===== src/rtl/clk_en_seq.sv =====
// Purpose : clock-enable sequencer for one AND-gated clock island; gates after a run of idle cycles, wakes on request.
// Latency : thr=N with wake low from cycle 0 -> state OFF at posedge N+1, o_en low at the next negedge; wake at k -> o_en high at negedge k.
// Backpr. : none; wake is level-sensitive, always honoured in OFF, ignored during the fixed-length WAKE sequence.
//
// Ports:
//   i_clk           source clock, also clocks the downstream AND gate
//   i_rst_n         asynchronous active-low reset (posedge and negedge flops)
//   i_cfg_idle_thr  consecutive idle cycles before gating; 0 disables auto-gating
//   i_busy          island activity (high = not idle)
//   i_req           level-sensitive wake / keep-alive request
//   i_force_on      software override, holds the clock on
//   o_en            gate enable, retimed on the falling edge so the AND gate never glitches
//   o_ack           island clock running and stable (RUN or COUNT), registered
//   o_gated         high while OFF, registered
// Optional feature macro: CLK_EN_SEQ_DFT_BYPASS_EN adds i_test_en, which forces o_en/o_ack high
// combinationally and holds the FSM in RUN (static scan / test only).
module clk_en_seq #(
   parameter int unsigned IDLE_W   = 8,
   parameter int unsigned WAKE_CYC = 2
) (
   input  logic              i_clk,
   input  logic              i_rst_n,
   input  logic [IDLE_W-1:0] i_cfg_idle_thr,
   input  logic              i_busy,
   input  logic              i_req,
   input  logic              i_force_on,
`ifdef CLK_EN_SEQ_DFT_BYPASS_EN
   input  logic              i_test_en,
`endif
   output logic              o_en,
   output logic              o_ack,
   output logic              o_gated
);

   // Wake counter must hold WAKE_CYC-1; keep at least one bit when WAKE_CYC is 1.
   localparam int unsigned WC_W = (WAKE_CYC > 1) ? $clog2(WAKE_CYC) : 1;
   localparam logic [WC_W-1:0] WC_INIT = WC_W'(WAKE_CYC - 1);

   typedef enum logic [1:0] {
      ST_RUN   = 2'd0,
      ST_COUNT = 2'd1,
      ST_OFF   = 2'd2,
      ST_WAKE  = 2'd3
   } state_e;

   state_e            state_q, state_d;
   logic [IDLE_W-1:0] idle_cnt_q, idle_cnt_d;
   logic [WC_W-1:0]   wake_cnt_q, wake_cnt_d;
   logic              ack_q;
   logic              gated_q;
   logic              en_q;

   logic wake;
   logic thr_nz;
   logic en_req;

   assign wake   = i_busy | i_req | i_force_on;
   assign thr_nz = |i_cfg_idle_thr;
   assign en_req = (state_q != ST_OFF);

   // Next-state logic; the threshold is compared live every cycle.
   always_comb begin
      state_d    = state_q;
      idle_cnt_d = idle_cnt_q;
      wake_cnt_d = wake_cnt_q;
      unique case (state_q)
         ST_RUN: begin
            idle_cnt_d = '0;
            if (!wake && thr_nz) begin
               state_d    = ST_COUNT;
               idle_cnt_d = IDLE_W'(1);
            end
         end
         ST_COUNT: begin
            // Wake beats a coincident threshold hit. A threshold lowered to 0
            // mid-count satisfies the >= test first, so that island still gates.
            if (wake) begin
               state_d    = ST_RUN;
               idle_cnt_d = '0;
            end else if (idle_cnt_q >= i_cfg_idle_thr) begin
               state_d    = ST_OFF;
               idle_cnt_d = '0;
            end else if (!thr_nz) begin
               state_d    = ST_RUN;
               idle_cnt_d = '0;
            end else if (idle_cnt_q != '1) begin
               idle_cnt_d = idle_cnt_q + IDLE_W'(1);
            end
         end
         ST_OFF: begin
            if (wake) begin
               state_d    = ST_WAKE;
               wake_cnt_d = WC_INIT;
            end
         end
         ST_WAKE: begin
            // Fixed-length settle; wake has no effect until it completes.
            if (wake_cnt_q == '0) begin
               state_d = ST_RUN;
            end else begin
               wake_cnt_d = wake_cnt_q - WC_W'(1);
            end
         end
         default: begin
            state_d    = ST_RUN;
            idle_cnt_d = '0;
            wake_cnt_d = '0;
         end
      endcase
`ifdef CLK_EN_SEQ_DFT_BYPASS_EN
      if (i_test_en) begin
         state_d    = ST_RUN;
         idle_cnt_d = '0;
         wake_cnt_d = '0;
      end
`endif
   end

   // State, counters and status flags; status is registered from the current
   // state, so it trails the state by one cycle.
   always_ff @(posedge i_clk or negedge i_rst_n) begin
      if (!i_rst_n) begin
         state_q    <= ST_RUN;
         idle_cnt_q <= '0;
         wake_cnt_q <= '0;
         ack_q      <= 1'b1;
         gated_q    <= 1'b0;
      end else begin
         state_q    <= state_d;
         idle_cnt_q <= idle_cnt_d;
         wake_cnt_q <= wake_cnt_d;
         ack_q      <= (state_q == ST_RUN) || (state_q == ST_COUNT);
         gated_q    <= (state_q == ST_OFF);
      end
   end

   // Falling-edge retime: the enable only moves while i_clk is low.
   always_ff @(negedge i_clk or negedge i_rst_n) begin
      if (!i_rst_n) begin
         en_q <= 1'b1;
      end else begin
         en_q <= en_req;
      end
   end

`ifdef CLK_EN_SEQ_DFT_BYPASS_EN
   assign o_en  = en_q | i_test_en;
   assign o_ack = ack_q | i_test_en;
`else
   assign o_en  = en_q;
   assign o_ack = ack_q;
`endif
   assign o_gated = gated_q;

endmodule


===== config.mk =====
export PLATFORM = sky130hd
export DESIGN_NAME = clk_en_seq
export DESIGN_NICKNAME = d
export VERILOG_FILES = /design/src/rtl/clk_en_seq.sv
export SDC_FILE = /design/constraint.sdc
export NUM_CORES = 1
export LEC_CHECK = 0
export BUFFER_PORTS_ARGS = -buffer_cell sky130_fd_sc_hd__clkbuf_2
export CORE_UTILIZATION = 49
export DETAILED_ROUTE_END_ITERATION = 10
export PLACE_DENSITY = 0.7
export SYNTH_ARGS = -nofsm -noshare
export SYNTH_HDL_FRONTEND = slang
export SYNTH_SLANG_ARGS = --single-unit
export TNS_END_PERCENT = 100

===== constraint.sdc =====
create_clock -name i_clk -period 1.9 [get_ports i_clk]
set_input_delay 0.19 -clock i_clk [delete_from_list [all_inputs] [get_ports i_clk]]
set_output_delay 0.19 -clock i_clk [all_outputs]
set_load 0.005 [all_outputs]

==> flow_metrics.py <==
metrics = {
    "floorplanning": {
        "chipWidth_um": 46.4,
        "die_h_um": 46.4,
        "start_util_pct": 54.2,
        "design.core.area_um2": 1780,
        "core.rowCount": 15,
        "design.die.area_um2": 2160,
        "ioPinCount": 16,
    },
    "sta": {
        "final_max_slew_viol_count": 0,
        "fin_worst_skew_ps": 54.5,
        "worst_slew_pin_slew_ps": 340,
        "setup_slack_ps": -189,
        "slew_headroom_pct": 77.1,
        "hold_viol_final": 0,
        "setup_viol": 4,
        "rsz0062_at_grt": "true",
        "holdWs_ps": 220,
    },
    "setup_path": {
        "cpMaxStageDelayCell": "dfstp_2",
        "end_kind": "output pin",
        "worstPathArrival_ps": 1900,
        "critPathTopFamily": "flip-flops",
        "critical_path_buf_inv_count": 1,
        "crit_path_max_fanout": 1,
        "crit_type": "reg -> out",
        "worstSetupStartpointType": "flop",
        "path_cells": "clkbuf_2",
        "cpPeakStageDelay_ps": 510,
        "cp_data_required_time_ps": 1710,
    },
    "placed_design": {
        "dp_hpwl_um": 1760,
        "globalplace.congestion": 0.840,
        "io_buffers": 15,
        "post_dp_cell_area_um2": 1140,
    },
    "min_path": {
        "hp-class": "in -> reg",
    },
    "clock_network": {
        "cts_sinks": 14,
        "cts_root_buf": "clkbuf_4",
        "cts_made_buffers": 3,
        "clockBufferDepth": 2,
        "clock_latency_ps": 340,
        "clk_pin_slew_ps": 90,
        "htreeDepth": 1,
        "cts_tree": "done",
    },
    "synthesis": {
        "ys_ff_latch": 14,
        "yosysSeqAreaShare_pct": 36.5,
        "yosysTopAreaCellShare_pct": 31.0,
        "synth_largest_area_cell": "dfrtp_1",
        "ys_async_sr_fraction_pct": 100,
        "syn_area_um2": 967,
        "syn_area_per_cell_um2": 9.04,
        "synth_warnings": 0,
        "synthCells": 107,
        "yosys-top-cells-area": "dfrtp_1, ha_1, inv_1, dfstp_2, a21oi_1",
        "synth_edf_count": 0,
        "syn_nets": 129,
        "synth_flop_cell": "dfrtp_1",
        "synth.distinct_cells": 34,
    },
    "route": {
        "drt_first_pass_iters": 4,
        "wirelength_um": 2450,
        "wl_per_cell_um": 15.0,
        "vias_per_cell": 5.60,
        "via_count": 913,
        "antenna_left": 0,
        "drc": 0,
        "drt_iter0_drc": 30,
    },
    "final_layout": {
        "fin_nets": 161,
        "n_antenna_cell": 0,
        "fin_area_um2": 1290,
        "syn2layout_area_growth_pct": 33.6,
        "drive_above_1_share_pct": 37.7,
        "fillers": 129,
    },
    "global_route": {
        "grt_usage_pct": 25.6,
        "gr-total-overflow": 0,
        "antenna_found_initial": 0,
        "grt_pass1_vias": 845,
        "grt_pass1_wl_um": 3770,
        "grt_max_degree": 14,
    },
    "job": {
        "maxCapViolCount": 0,
    },
    "power_and_ir_drop": {
        "leakage_nw": 0.632,
        "ir_drop_uv": 427,
        "p_per_area_nw_per_um2": 630,
    },
    "status": {
        "violations": "setup timing",
        "status": "finished with violations",
    },
}
## worst reg2reg max path, cell delays in order, from the launching register on
cell and delay, ps:
dfrtp_1 420, ha_1 290, o21a_1 130, a21oi_2 70
o31a_4 400, a31oi_4 310, mux2i_1 260
## Yosys cell counts, drive strengths merged, types with 2 or more instances
| cell type | number |
|---|---|
| o211ai | 2 |
| dfstp | 2 |
| nor2 | 5 |
| nand2b | 3 |
| o22ai | 3 |
| nor4 | 3 |
| nand4 | 3 |
| o221ai | 3 |
| and3 | 2 |
| o21ai | 2 |
| nor3 | 4 |
| buf | 2 |
| nand2 | 5 |
| dfrtp | 12 |
| mux2i | 2 |
| nand3 | 6 |
| a21oi | 6 |
| nor2b | 3 |
| ha | 9 |
| inv | 19 |
## cell families (layout without fill, tap and decap cells)
group                    count (synthesis)  count (layout)  share of synthesized area, %
AND/OR/NAND/NOR                         37              37                          21.3
AO/OA/AOI/OAI                           22              22                          16.6
buffers and inverters                   21              52                          9.06
flip-flops                              14              14                          36.5
adder cells (fa/ha/maj)                  9               9                          11.6
multiplexers                             3               3                          4.01
XOR/XNOR                                 1               1                         0.906
## stage by stage
stage / cells / util, % / setup WS (ps) / power, mW / TNS (ps)
2_1_floorplan: 107 / - / -29.6 / 0.495 / -29.6
3_3_place_gp: 155 / 63.9 / 17.8 / 0.562 / 0
3_5_place_dp: 155 / 63.9 / -42.1 / 0.571 / -196
4_1_cts: 161 / 69.5 / -200 / 0.807 / -245
5_1_grt: 163 / 72.5 / -237 / 0.859 / -775
6_report: 163 / 72.5 / -189 / 0.814 / -329
## path summary, 6_finish.rpt
| path | start | endpoint | cells after the start | slack [ps] |
|---|---|---|---|---|
| worst min-delay path | i_force_on | flop | 4 | 220 |
| worst max-delay path | o_en$_DFF_NN1_ | o_en | 1 | -190 |
| worst min register to register | state_q[0]$_DFFE_PN0P_ | state_q[0]$_DFFE_PN0P_ | 1 | 580 |
| min in group asynchronous | i_rst_n | o_gated$_DFF_PN0_ | 3 | 370 |
| worst max register to register | idle_cnt_q[4]$_DFFE_PN0P_ | idle_cnt_q[1]$_DFFE_PN0P_ | 6 | -60 |
| max in group asynchronous | i_rst_n | o_en$_DFF_NN1_ | 2 | 600 |
## sequential cells by signal, indices dropped and copies added, names as in the netlist, named ones only
register    count
idle_cnt_q      8
o_gated         1
o_en            1
o_ack           1
wake_cnt_q      1
state_q         1
## cells in the final DEF, fill, tap and decap left out, types with 2 or more instances in the layout
master	instances
o211ai_1	2
nor3_4	2
ha_1	6
nand2_1	4
nand4_1	3
o21ai_1	2
nor4_1	3
nor2_1	5
and3_1	2
buf_4	11
dfrtp_1	12
nor3_1	2
clkbuf_2	15
a21oi_2	2
clkbuf_4	3
nor2b_1	3
o22ai_1	2
dfstp_2	2
a21oi_1	4
nand3_1	6
ha_2	2
buf_6	2
inv_1	19
nand2b_1	3
o221ai_2	3
## where the power goes
group          total, mW  internal, mW  switching, mW
clock network      0.229         0.120          0.109
registers          0.382         0.344         0.0379
logic              0.203        0.0934          0.110
## layout make-up
type | instances | area (um^2) | share of cell area (%)
timing repair buffer | 29 | 190 | 14.7
inverter | 18 | 67.6 | 5.23
sequential | 14 | 353 | 27.3
tap | 25 | 31.3 | 2.42
clock buffer | 4 | 36.3 | 2.81
multi-input combinational | 72 | 611 | 47.2
clock inverter | 1 | 3.75 | 0.290
## what timing repair did
item,in CTS,in global routing
endpoints found under the setup margin,10,9
hold buffers,1,0
hold endpoints to repair,12,0
pin swaps,1,3
buffers inserted,1,2
gates resized for setup,10,8
## metal layers
layer / global-route usage (%) / part of all wire (%)
met5: 0 / 0
met4: 12.4 / 2.2
met3: 3.53 / 3.5
met2: 44.7 / 50
met1: 30.0 / 44
No activity file was read; power rests on OpenSTA's default activity.
